===== src/rtl/real_clock_pkg.sv =====
// real_clock_pkg: shared constants and helpers for the real-time clock and its capture slots.
package real_clock_pkg;

    localparam logic [9:0] US_MAX = 10'd999;
    localparam logic [9:0] MS_MAX = 10'd999;

    function automatic int clogb2(input int v);
        int r;
        r = 1;
        while ((1 << r) < v) r++;
        return r;
    endfunction

    function automatic int ts_w(input int sec_w);
        return sec_w + 20;
    endfunction

    function automatic logic [9:0] clamp(input logic [9:0] v, input logic [9:0] max);
        return v > max ? max : v;
    endfunction

endpackage


===== src/rtl/ts_capture_slot.sv =====
// ts_capture_slot: one timestamp holding register with valid/overflow handshake.
module ts_capture_slot #(
    parameter int TS_W = 52
) (
    input  logic            clk,
    input  logic            rst_n,
    input  logic            req,
    input  logic            ack,
    input  logic [TS_W-1:0] ts_in,
    output logic            valid,
    output logic            ovf,
    output logic [TS_W-1:0] ts
);

    logic            take;
    logic            valid_q, valid_d, ovf_q, ovf_d;
    logic [TS_W-1:0] ts_q, ts_d;

    // A same-cycle ack frees the slot, so a request alongside it recaptures.
    always_comb begin
        take    = req && (!valid_q || ack);
        valid_d = take || (valid_q && !ack);
        ovf_d   = valid_q && !ack && (req || ovf_q);
        ts_d    = take ? ts_in : ts_q;
    end

    always_ff @(posedge clk or negedge rst_n) begin
        if (!rst_n) begin
            valid_q <= 1'b0;
            ovf_q   <= 1'b0;
            ts_q    <= '0;
        end else begin
            valid_q <= valid_d;
            ovf_q   <= ovf_d;
            ts_q    <= ts_d;
        end
    end

    assign valid = valid_q;
    assign ovf   = ovf_q;
    assign ts    = ts_q;

endmodule


===== src/rtl/real_clock_ts.sv =====
// real_clock_ts: sec/ms/us time-of-day counter with per-channel timestamp capture.
// Define REAL_CLOCK_TS_PPS_EN to generate the pulse-per-second output.
module real_clock_ts
    import real_clock_pkg::*;
#(
    parameter int CLOCK_PERIOD_NS = 10,
    parameter int SEC_W           = 32,
    parameter int N_CH            = 4,
    parameter int PPS_WIDTH_MS    = 100
) (
    input  logic                        clk,
    input  logic                        rst_n,
    input  logic                        set_en,
    input  logic [SEC_W-1:0]            set_sec,
    input  logic [9:0]                  set_ms,
    input  logic [9:0]                  set_us,
    output logic [SEC_W-1:0]            time_sec,
    output logic [9:0]                  time_ms,
    output logic [9:0]                  time_us,
    output logic                        pps,
    input  logic [N_CH-1:0]             cap_req,
    input  logic [N_CH-1:0]             cap_ack,
    output logic [N_CH-1:0]             cap_valid,
    output logic [N_CH-1:0]             cap_ovf,
    output logic [N_CH*ts_w(SEC_W)-1:0] cap_ts
);

    localparam int US_CYCLES = 1000 / CLOCK_PERIOD_NS;
    localparam int SUB_W     = clogb2(US_CYCLES);
    localparam int TS_W      = ts_w(SEC_W);

    if (1000 % CLOCK_PERIOD_NS != 0 || SEC_W < 16 || SEC_W > 48 || N_CH < 1 || N_CH > 16 ||
        PPS_WIDTH_MS < 1 || PPS_WIDTH_MS > 999) begin : g_bad_param
        $error("real_clock_ts: parameter out of range");
    end

    logic [SUB_W-1:0] sub_q, sub_d;
    logic [9:0]       us_q, us_d, ms_q, ms_d;
    logic [SEC_W-1:0] sec_q, sec_d;
    logic             us_tick, ms_tick, sec_tick;

    // A load overrides every tick and restarts the microsecond phase.
    always_comb begin
        us_tick  = sub_q == SUB_W'(US_CYCLES - 1);
        ms_tick  = us_tick && us_q == US_MAX;
        sec_tick = ms_tick && ms_q == MS_MAX;
        sub_d    = set_en || us_tick ? '0 : sub_q + 1'b1;
        us_d     = set_en ? clamp(set_us, US_MAX) : ms_tick ? '0 : us_q + 10'(us_tick);
        ms_d     = set_en ? clamp(set_ms, MS_MAX) : sec_tick ? '0 : ms_q + 10'(ms_tick);
        sec_d    = set_en ? set_sec : sec_q + SEC_W'(sec_tick);
    end

    always_ff @(posedge clk or negedge rst_n) begin
        if (!rst_n) begin
            sub_q <= '0;
            us_q  <= '0;
            ms_q  <= '0;
            sec_q <= '0;
        end else begin
            sub_q <= sub_d;
            us_q  <= us_d;
            ms_q  <= ms_d;
            sec_q <= sec_d;
        end
    end

    assign time_sec = sec_q;
    assign time_ms  = ms_q;
    assign time_us  = us_q;

`ifdef REAL_CLOCK_TS_PPS_EN
    logic pps_q, pps_d;

    always_comb pps_d = ms_q < 10'(PPS_WIDTH_MS);

    always_ff @(posedge clk or negedge rst_n) begin
        if (!rst_n) pps_q <= 1'b0;
        else        pps_q <= pps_d;
    end

    assign pps = pps_q;
`else
    assign pps = 1'b0;
`endif

    for (genvar i = 0; i < N_CH; i++) begin : g_slot
        ts_capture_slot #(.TS_W(TS_W)) u_slot (
            .clk   (clk),
            .rst_n (rst_n),
            .req   (cap_req[i]),
            .ack   (cap_ack[i]),
            .ts_in ({sec_q, ms_q, us_q}),
            .valid (cap_valid[i]),
            .ovf   (cap_ovf[i]),
            .ts    (cap_ts[i*TS_W +: TS_W])
        );
    end

endmodule


===== config.mk =====
export PLATFORM = sky130hd
export DESIGN_NAME = real_clock_ts
export DESIGN_NICKNAME = d
export VERILOG_FILES = /design/src/rtl/real_clock_pkg.sv /design/src/rtl/ts_capture_slot.sv /design/src/rtl/real_clock_ts.sv
export SDC_FILE = /design/constraint.sdc
export NUM_CORES = 1
export LEC_CHECK = 0
export ABC_AREA = 1
export BUFFER_PORTS_ARGS = -buffer_cell sky130_fd_sc_hd__buf_2
export CAP_MARGIN = 20
export CORE_MARGIN = 1
export CORE_UTILIZATION = 35
export CTS_CLUSTER_SIZE = 14
export DETAILED_ROUTE_END_ITERATION = 8
export MAX_ROUTING_LAYER = met4
export PLACE_DENSITY = 0.66
export SKIP_LAST_GASP = 1
export SYNTH_ARGS = -nofsm -noshare
export SYNTH_HDL_FRONTEND = slang
export SYNTH_HIERARCHICAL = 1
export SYNTH_SLANG_ARGS = --single-unit

===== constraint.sdc =====
create_clock -name clk -period 4 [get_ports clk]
set_input_delay 0.4 -clock clk [delete_from_list [all_inputs] [get_ports clk]]
set_output_delay 0.4 -clock clk [all_outputs]
set_load 0.01 [all_outputs]

# [Word level (Yosys, flattened, before mapping)]
# Index checks and enable logic that the tools add are counted.
# Widths: inputs -> output; s select.
[word_totals] ram_bits=0 latch_bits=0 register_bits=275 memories=0 input_bits=63 mem_bits_ro=0
[classes] bitwise_logic=0 shift=0 muxes=8 div_mod_pow=0 n_eq_ne=3 reduce_logical=35 order_cmp=2 n_addsub=4 n_mul=0
[op_table] op="$mux 10" count=6
[op_table] op="$add 32x1->32" count=1
[op_table] op="$mux 32" count=1
[op_table] op="$add 10x1->10" count=2
[op_table] op="$eq 10x10->1 const B" count=2
[op_table] op="$gt 10x10->1 const B" count=2
[op_table] op="$logic_and 1x1->1" count=14
[op_table] op="$logic_or 1x1->1" count=13
[op_table] op="$logic_not 1->1" count=8
[op_table] op="$add 7x1->7 const B" count=1
[op_table] op="$eq 7x7->1 const B" count=1
[op_table] op="$mux 7" count=1

# [Longest topological paths before layout]
# Gate-level depths: netlist of run 1.
[logic_depth] ltp_word=5 ltp_mapped=16 ltp_nobuf=16

# [Hierarchy]
# Netlist of run 1, hierarchy kept.
[modules_own_cells] mod="ts_capture_slot" seq_area_each_um2=1351.3 area_per_inst_um2=2157.1 n_inst=4 cells_each=233
[modules_own_cells] mod="real_clock_ts" seq_area_each_um2=1476.4 area_per_inst_um2=3696.0 n_inst=1 cells_each=538

# [Least setup slack after synthesis of run 1]
# Ideal clock, no wire load.
[synth_path] kind="register -> register" startpoint="register ms_q[6], in the netlist time_ms[6]" endpoint="register sec_q[30], in the netlist time_sec[30]" n_path_buf=0 stages_incl_launch_ff=16 required_ns=3.883 arrival_time_ns=2.157 setup_ns=0.117 path_slack_ns=1.725 path_cell_list="dfrtp_1 nand2_1 nor2_2 inv_1 nor2_1 nand3_2 inv_1 ha_1 ha_1 nand2_1 nor2_4 nand2_2 nor2_4 nand3_1 nand3_1 nand2_1"
[synth_between] elab_chain_cells=4
[synth_rtl] item="start, declared" line_no="real_clock_ts.sv:38" rtl="logic [9:0] us_q, us_d, ms_q, ms_d;"
[synth_rtl] item="start signal, assigned" line_no="real_clock_ts.sv:62" rtl="ms_q <= ms_d;"
[synth_rtl] item="$eq 10x10->1" line_no="real_clock_ts.sv:46" rtl="sec_tick = ms_tick && ms_q == MS_MAX;"
[synth_rtl] item="$logic_and 1x1->1" line_no="real_clock_ts.sv:46"
[synth_rtl] item="$add 32x1->32" line_no="real_clock_ts.sv:50" rtl="sec_d = set_en ? set_sec : sec_q + SEC_W'(sec_tick);"
[synth_rtl] item="$mux 32" line_no="real_clock_ts.sv:50"
[synth_rtl] item="named net sec_d[30]" line_no="real_clock_ts.sv:39" rtl="logic [SEC_W-1:0] sec_q, sec_d;"
[synth_rtl] item="end signal, assigned" line_no="real_clock_ts.sv:58" rtl="sec_q <= '0;"
[synth_rtl] item="end signal, assigned" line_no="real_clock_ts.sv:63" rtl="sec_q <= sec_d;"
[synth_rtl] item="end, declared" line_no="real_clock_ts.sv:39"
# The timed path passes the listed nets, and every way through them passes these cells.
# A chain may end at the register's enable or synchronous reset.

# [Worst setup path in the final report of run 1]
[layout_path] startpoint="register us_q[6], in the netlist time_us[6]" endpoint="register sec_q[20], in the netlist time_sec[20]"
[layout_between] elab_chain_cells=5
[layout_rtl] item="start, declared" line_no="real_clock_ts.sv:38"
[layout_rtl] item="start signal, assigned" line_no="real_clock_ts.sv:61" rtl="us_q <= us_d;"
[layout_rtl] item="$eq 10x10->1" line_no="real_clock_ts.sv:45" rtl="ms_tick = us_tick && us_q == US_MAX;"
[layout_rtl] item="$logic_and 1x1->1" line_no="real_clock_ts.sv:45"
[layout_rtl] item="$logic_and 1x1->1" line_no="real_clock_ts.sv:46"
[layout_rtl] item="$add 32x1->32" line_no="real_clock_ts.sv:50"
[layout_rtl] item="$mux 32" line_no="real_clock_ts.sv:50"
[layout_rtl] item="named net sec_d[20]" line_no="real_clock_ts.sv:39"
# The timed path passes the listed nets, and every way through them passes these cells.

==> results of run 1 <==
-- worst max-delay path: stages (launching register included) --
cell and delay, ns:
dfrtp_1 0.49, nand2_1 0.11, inv_1 0.06, nand3_1 0.10, nor2_1 0.27, nand3_2 0.26, inv_1 0.12, ha_1 0.19
ha_1 0.18, nand2_1 0.10, nor2_4 0.21, nand2_4 0.11, nor2_4 0.17, nand3_1 0.08, nand3_1 0.10, nand2_1 0.06
-- per-layer routing --
layer  share of wire (%)  global-route usage, %
met1                  42                   31.5
met2                  48                   41.3
met3                 8.0                   4.26
met4                 2.6                   6.73
met5                   0                      -
-- logic make-up (layout without fill, tap and decap cells) --
kind of cell             count (synthesis)  count (layout)
flip-flops                             275             275
AND/OR/NAND/NOR                       1004            1004
other                                    1               6
adder cells (fa/ha/maj)                  7               7
buffers and inverters                  134             459
XOR/XNOR                                12              12
AO/OA/AOI/OAI                           37              37
-- sequential cells by signal, summed over array words and instances, names as in the netlist --
signal	count
time_ms	10
g_slot.u_slot/valid	4
time_us	10
sub_q	7
g_slot.u_slot/ts	208
g_slot.u_slot/ovf	4
time_sec	32
-- worst max-delay path by stage --
stage	from	to	slack [ns]	depth (start not counted)
6_report	time_us[6]$_DFF_PN0_	time_sec[20]$_DFF_PN0_	1.24	15
5_1_grt	time_us[6]$_DFF_PN0_	time_sec[20]$_DFF_PN0_	0.94	15
4_1_cts	time_us[6]$_DFF_PN0_	time_sec[24]$_DFF_PN0_	1.26	15
3_5_place_dp	time_us[6]$_DFF_PN0_	time_sec[24]$_DFF_PN0_	1.29	15
3_3_place_gp	time_us[6]$_DFF_PN0_	time_sec[30]$_DFF_PN0_	1.36	15
2_1_floorplan	time_ms[6]$_DFF_PN0_	time_sec[30]$_DFF_PN0_	1.73	15
-- cells in the final DEF, fill, tap and decap left out, types with 2 or more instances in the layout --
cell / netlist / final
a21oi_1: 10 / 10
clkinv_2: 0 / 6
nand4_1: 2 / 2
buf_4: 5 / 12
bufinv_16: 0 / 3
nor3b_1: 2 / 2
nand3b_2: 2 / 2
nand2_1: 621 / 621
buf_2: 44 / 329
clkbuf_8: 0 / 8
nand2_4: 10 / 10
nand2_2: 3 / 3
nor2_4: 7 / 7
clkbuf_1: 3 / 7
a31oi_1: 2 / 2
diode_2: 0 / 5
or2_2: 2 / 2
nor3_1: 6 / 6
nor2_2: 3 / 3
o21ai_1: 4 / 4
o21bai_1: 3 / 3
and3_1: 3 / 3
ha_1: 7 / 7
inv_1: 57 / 57
xor2_1: 10 / 10
or2_0: 3 / 3
o21ai_0: 16 / 16
clkbuf_16: 0 / 31
xnor2_1: 2 / 2
nor2_1: 76 / 76
nand3_1: 261 / 261
dfrtp_1: 275 / 275
-- area by class of cell --
| type | count | area [µm²] | share of cell area, % |
|---|---|---|---|
| flip-flops and latches | 275 | 6880 | 45.2 |
| multi-input cells | 1061 | 4720 | 31.0 |
| repair buffers | 344 | 1780 | 11.7 |
| clock buffers | 46 | 912 | 5.99 |
| well taps | 455 | 569 | 3.74 |
| inverters | 59 | 221 | 1.45 |
| clock inverters | 10 | 129 | 0.847 |
| diodes | 5 | 12.5 | 0.0822 |
-- per-stage QoR --
stage               area, µm²  util (%)
finish                  15200      44.0
global route            15200      44.0
CTS                     15200      43.9
detailed placement      14200      40.9
global placement        14200      40.9
floorplan               12300         -
-- power breakdown --
| group | leakage, µW | internal, µW | switching (µW) | total [µW] |
|---|---|---|---|---|
| clock | 0.000518 | 1760 | 1150 | 2910 |
| sequential | 0.00344 | 3150 | 347 | 3490 |
| combinational | 0.00458 | 481 | 845 | 1330 |
==> results.cfg, run 1 <==
[layout]
num-nets-final = 1842
n_fill_cell = 3491
drive_gt1_share_pct = 23.5
syn_to_final_growth_pct = 23.5
fin_cells = 2255

[worst_setup_path]
critPathLaunchType = flip-flop
crit_type = reg -> reg
crit_required_ns = 4.43
end_kind = flip-flop
rrSetupSlack_ns = 1.24
critical_path.max_fanout = 10
rr_worst_depth = 15
reg2reg_to = time_sec[20]$_DFF_PN0_
rr_startpoint = time_us[6]$_DFF_PN0_
arrival_ns = 3.19

[clocking]
postCtsSetupBuffers = 0
cts.sinks = 275
ctsHoldBuffers = 1
cts_tree = yes
clock_latency_ns = 0.56
post_cts_resized = 0
path_clk_slew_ns = 0.06
cts-root-buf = clkbuf_16
htree_levels = 1
cts_buffer_depth = 3
cts_buffers = 31

[die]
start_util_pct = 35.6
io_pins = 332
rows = 68
die_w_um = 190
coreArea_um2 = 34600
dieArea_um2 = 36000
die_h_um = 190

[synth]
yosys_warnings = 6
synthFlopType = dfrtp_1
syn_inst = 1470
synth_fa_ha_area_share_pct = 0.711
ys_top_cells_by_area = dfrtp_1 (56%), nand2_1 (19%), nand3_1 (11%)
synth_top_area_cell = dfrtp_1
synth_area_per_cell_um2 = 8.38
synth.area.mux_share_pct = 0
synth_cell_types = 37
synth_top_family_by_area = simple AND/OR/NAND/NOR gates
syn_area_um2 = 12300
yosysTopAreaCellShare_pct = 55.8
yosysSeqAreaShare_pct = 55.8
synth_xor_area_share_pct = 0.853
synth_edf_count = 0
ys_ff_latch = 275
ys_async_sr_fraction_pct = 100
yosysMostFrequentCell = nand2_1
synth_nets = 1540
ys_top_cells_by_count = nand2_1 (621), dfrtp_1 (275), nand3_1 (261)
yosys.area_share.simple_pct = 35.0
synth-compound-area-share_pct = 1.63

[place]
placed_cells = 2193
dpl_worst_slack_ns = 1.29
portBuffers = 330
gp_congestion = 0.879
hpwlAfterDp_um = 28400

[detailed_routing]
routed_wl_um = 43800
vias_per_cell = 5.08
drc = 0
drt_first_pass_iters = 5
drt_iter0_markers = 892
avgRoutedWirePerCell_um = 19.4
vias = 11455
ant_nets = 0

[run]
maxCapViolCount = 0

[hold_path]
min_to = time_sec[0]$_DFF_PN0_
worstHoldStart = set_sec[0]
whs_path_depth = 3
min_path_type = in -> reg

[timing]
grt_setup_unrepaired = no
drv_slew = 0
min_period_ns = 2.76
tightestPinTransition_ns = 1.09
finalSetupTns_ns = 0
clock_skew_ns = 0.0172
finalSetupViolations = 0
fmax_mhz = 363
final-hold-violation-count = 0
worst_slack_ns = 1.24
slew_headroom_pct = 27.4
whs_ns = 0.0498
fin_crit_sh_pct = 68.9

[power]
power_density_nw_per_um2 = 508
max-vdd-ir-drop_mv = 0.337
p_leak_uw = 0.00853
finalPower_uw = 7730

[global_route]
grt_max_degree = 98
grt_pass1_vias = 11377
gr-total-overflow = 0
antenna_found_initial = 5
grt_pass1_wl_um = 66800
grt_usage_pct = 24.9

[status]
outcome = complete, no violations
Note: power is estimated with default switching activity, not from simulation.
==> run 2, diff against run 1 <==
==> constraint.sdc (replaced) <==
create_clock -name clk -period 2.75 [get_ports clk]
set_input_delay 0.275 -clock clk [delete_from_list [all_inputs] [get_ports clk]]
set_output_delay 0.275 -clock clk [all_outputs]
set_load 0.01 [all_outputs]
==> results.cfg, run 2 (same netlist as run 1, synthesis figures left out) <==
[worst_setup_path]
crit_buf_inv = 1
worst_path_max_delay_cell = dfrtp_1
cp_top_family = simple AND/OR/NAND/NOR gates
crit_required_ns = 3.20
slowest_delay_ns = 0.37
critPathLaunchType = flip-flop
crit_type = reg -> reg
path_cells = ha_1 > nand2_1 > nor2_1 > nand3_4 > inv_1 > ha_1 > ha_1 > nand2_1 > nor2_4 > nand2_4 > nor2_4 > nand3_1 > nand3_1 > nand2_1
rrSetupSlack_ns = 0.24
end_kind = flip-flop
critical_path.max_fanout = 10
arrival_ns = 2.96

[die]
rows = 68
dieArea_um2 = 36000
coreArea_um2 = 34600
die_w_um = 190
die_h_um = 190
io_pins = 332
start_util_pct = 35.6

[clocking]
cts_buffers = 31
cts-root-buf = clkbuf_16
cts.sinks = 275
path_clk_slew_ns = 0.06
cts_tree = yes
cts_buffer_depth = 3
clock_latency_ns = 0.56
htree_levels = 1

[layout]
num-nets-final = 1915
syn_to_final_growth_pct = 28.5
final_core_util_pct = 45.7
final_common_cell = nand2_1
drive_gt1_share_pct = 24.0
final_cell_mix = nand2_1 (621), buf_2 (329), dfrtp_1 (275), nand3_1 (261), nor2_1 (76)
largest_register_ffs = 208

[place]
portBuffers = 330
gp_congestion = 0.880
hpwlAfterDp_um = 28500

[timing]
slew_headroom_pct = 49.9
tightestPinTransition_ns = 0.752
clock_skew_ns = 0.0191
min_period_ns = 2.51
fmax_mhz = 399
drv_slew = 0
finalSetupViolations = 0
final-hold-violation-count = 0
finalSetupTns_ns = 0
grt_setup_unrepaired = no
fin_crit_sh_pct = 91.2

[detailed_routing]
vias = 11648
ant_nets = 0
drt_iter0_markers = 808
avgRoutedWirePerCell_um = 18.8
drc = 0
drt_first_pass_iters = 8
routed_wl_um = 43600
vias_per_cell = 5.02

[status]
outcome = complete, no violations

[hold_path]
min_path_type = in -> reg

[power]
p_leak_uw = 0.00883
power_density_nw_per_um2 = 706
max-vdd-ir-drop_mv = 0.505

[global_route]
grt_pass1_wl_um = 66100
antenna_found_initial = 1
grt_usage_pct = 24.5
grt_pass1_vias = 11365
gr-total-overflow = 0
grt_max_degree = 78

[run]
maxCapViolCount = 0
run 2: worst paths after layout:
check,end,cells after the start,startpoint
max reg2reg,time_sec[20]$_DFF_PN0_,14,sub_q[0]$_DFF_PN0_
min in group asynchronous,g_slot[0].u_slot/ts[10]$_DFFE_PN0P_,2,rst_n
max in group asynchronous,time_sec[5]$_DFF_PN0_,3,rst_n
min reg2reg,g_slot[2].u_slot/ts[1]$_DFFE_PN0P_,2,g_slot[2].u_slot/ts[1]$_DFFE_PN0P_
max,time_sec[20]$_DFF_PN0_,14,sub_q[0]$_DFF_PN0_
min,time_ms[2]$_DFF_PN0_,5,set_ms[2]
run 2: metal layers:
layer / global-route usage, % / vias to the layer above / wire length, µm / part of all wire (%)
met3: 3.50 / 76 / 3150 / 7.2
met4: 7.35 / 0 / 1210 / 2.8
li1: - / 5417 / - / -
met5: - / - / 0 / 0
met2: 40.9 / 532 / 20900 / 48
met1: 30.9 / 5623 / 18300 / 42
run 2: final cells by class:
cell class              instances  area, µm²
diodes                          1       2.50
clock buffers                  46        902
clock inverters                 7       87.6
fillers                      3436      18800
inverters                      59        221
multi-input cells            1061       4720
flip-flops and latches        275       6880
well taps                     455        569
repair buffers                417       2450
run 2: through the flow:
stage | setup WS, ns | cell area [µm²] | power [µW] | std cells | hold slack, ns
6_report | 0.242 | 15800 | 11200 | 2321 | 0.0419
5_1_grt | 0.00759 | 15800 | 11700 | 2321 | 0.0386
4_1_cts | 0.222 | 15800 | 11300 | 2320 | 0.0189
3_5_place_dp | 0.223 | 14400 | 7130 | 2223 | 0.313
3_3_place_gp | 0.312 | 14400 | 7080 | 2223 | 0.311
2_1_floorplan | 0.475 | 12300 | 6040 | 1470 | -0.0206
run 2: what timing repair did:
item	4_1_cts	5_1_grt
endpoints found under the setup margin	0	2
setup buffers	0	0
gates resized for setup	0	1
hold buffers	44	0
endpoints found under the hold margin	114	0
run 2: power by group:
part / total (µW) / switching (µW) / leakage (µW) / internal [µW]
clock: 4060 / 1640 / 0.000486 / 2420
sequential: 4990 / 415 / 0.00344 / 4580
combinational: 2130 / 1340 / 0.00491 / 790
run 2: worst min-delay path, stage by stage:
cell	delay (ns)
buf_2	0.08
inv_1	0.04
nand2_1	0.07
nand2_1	0.05
nand2_1	0.05
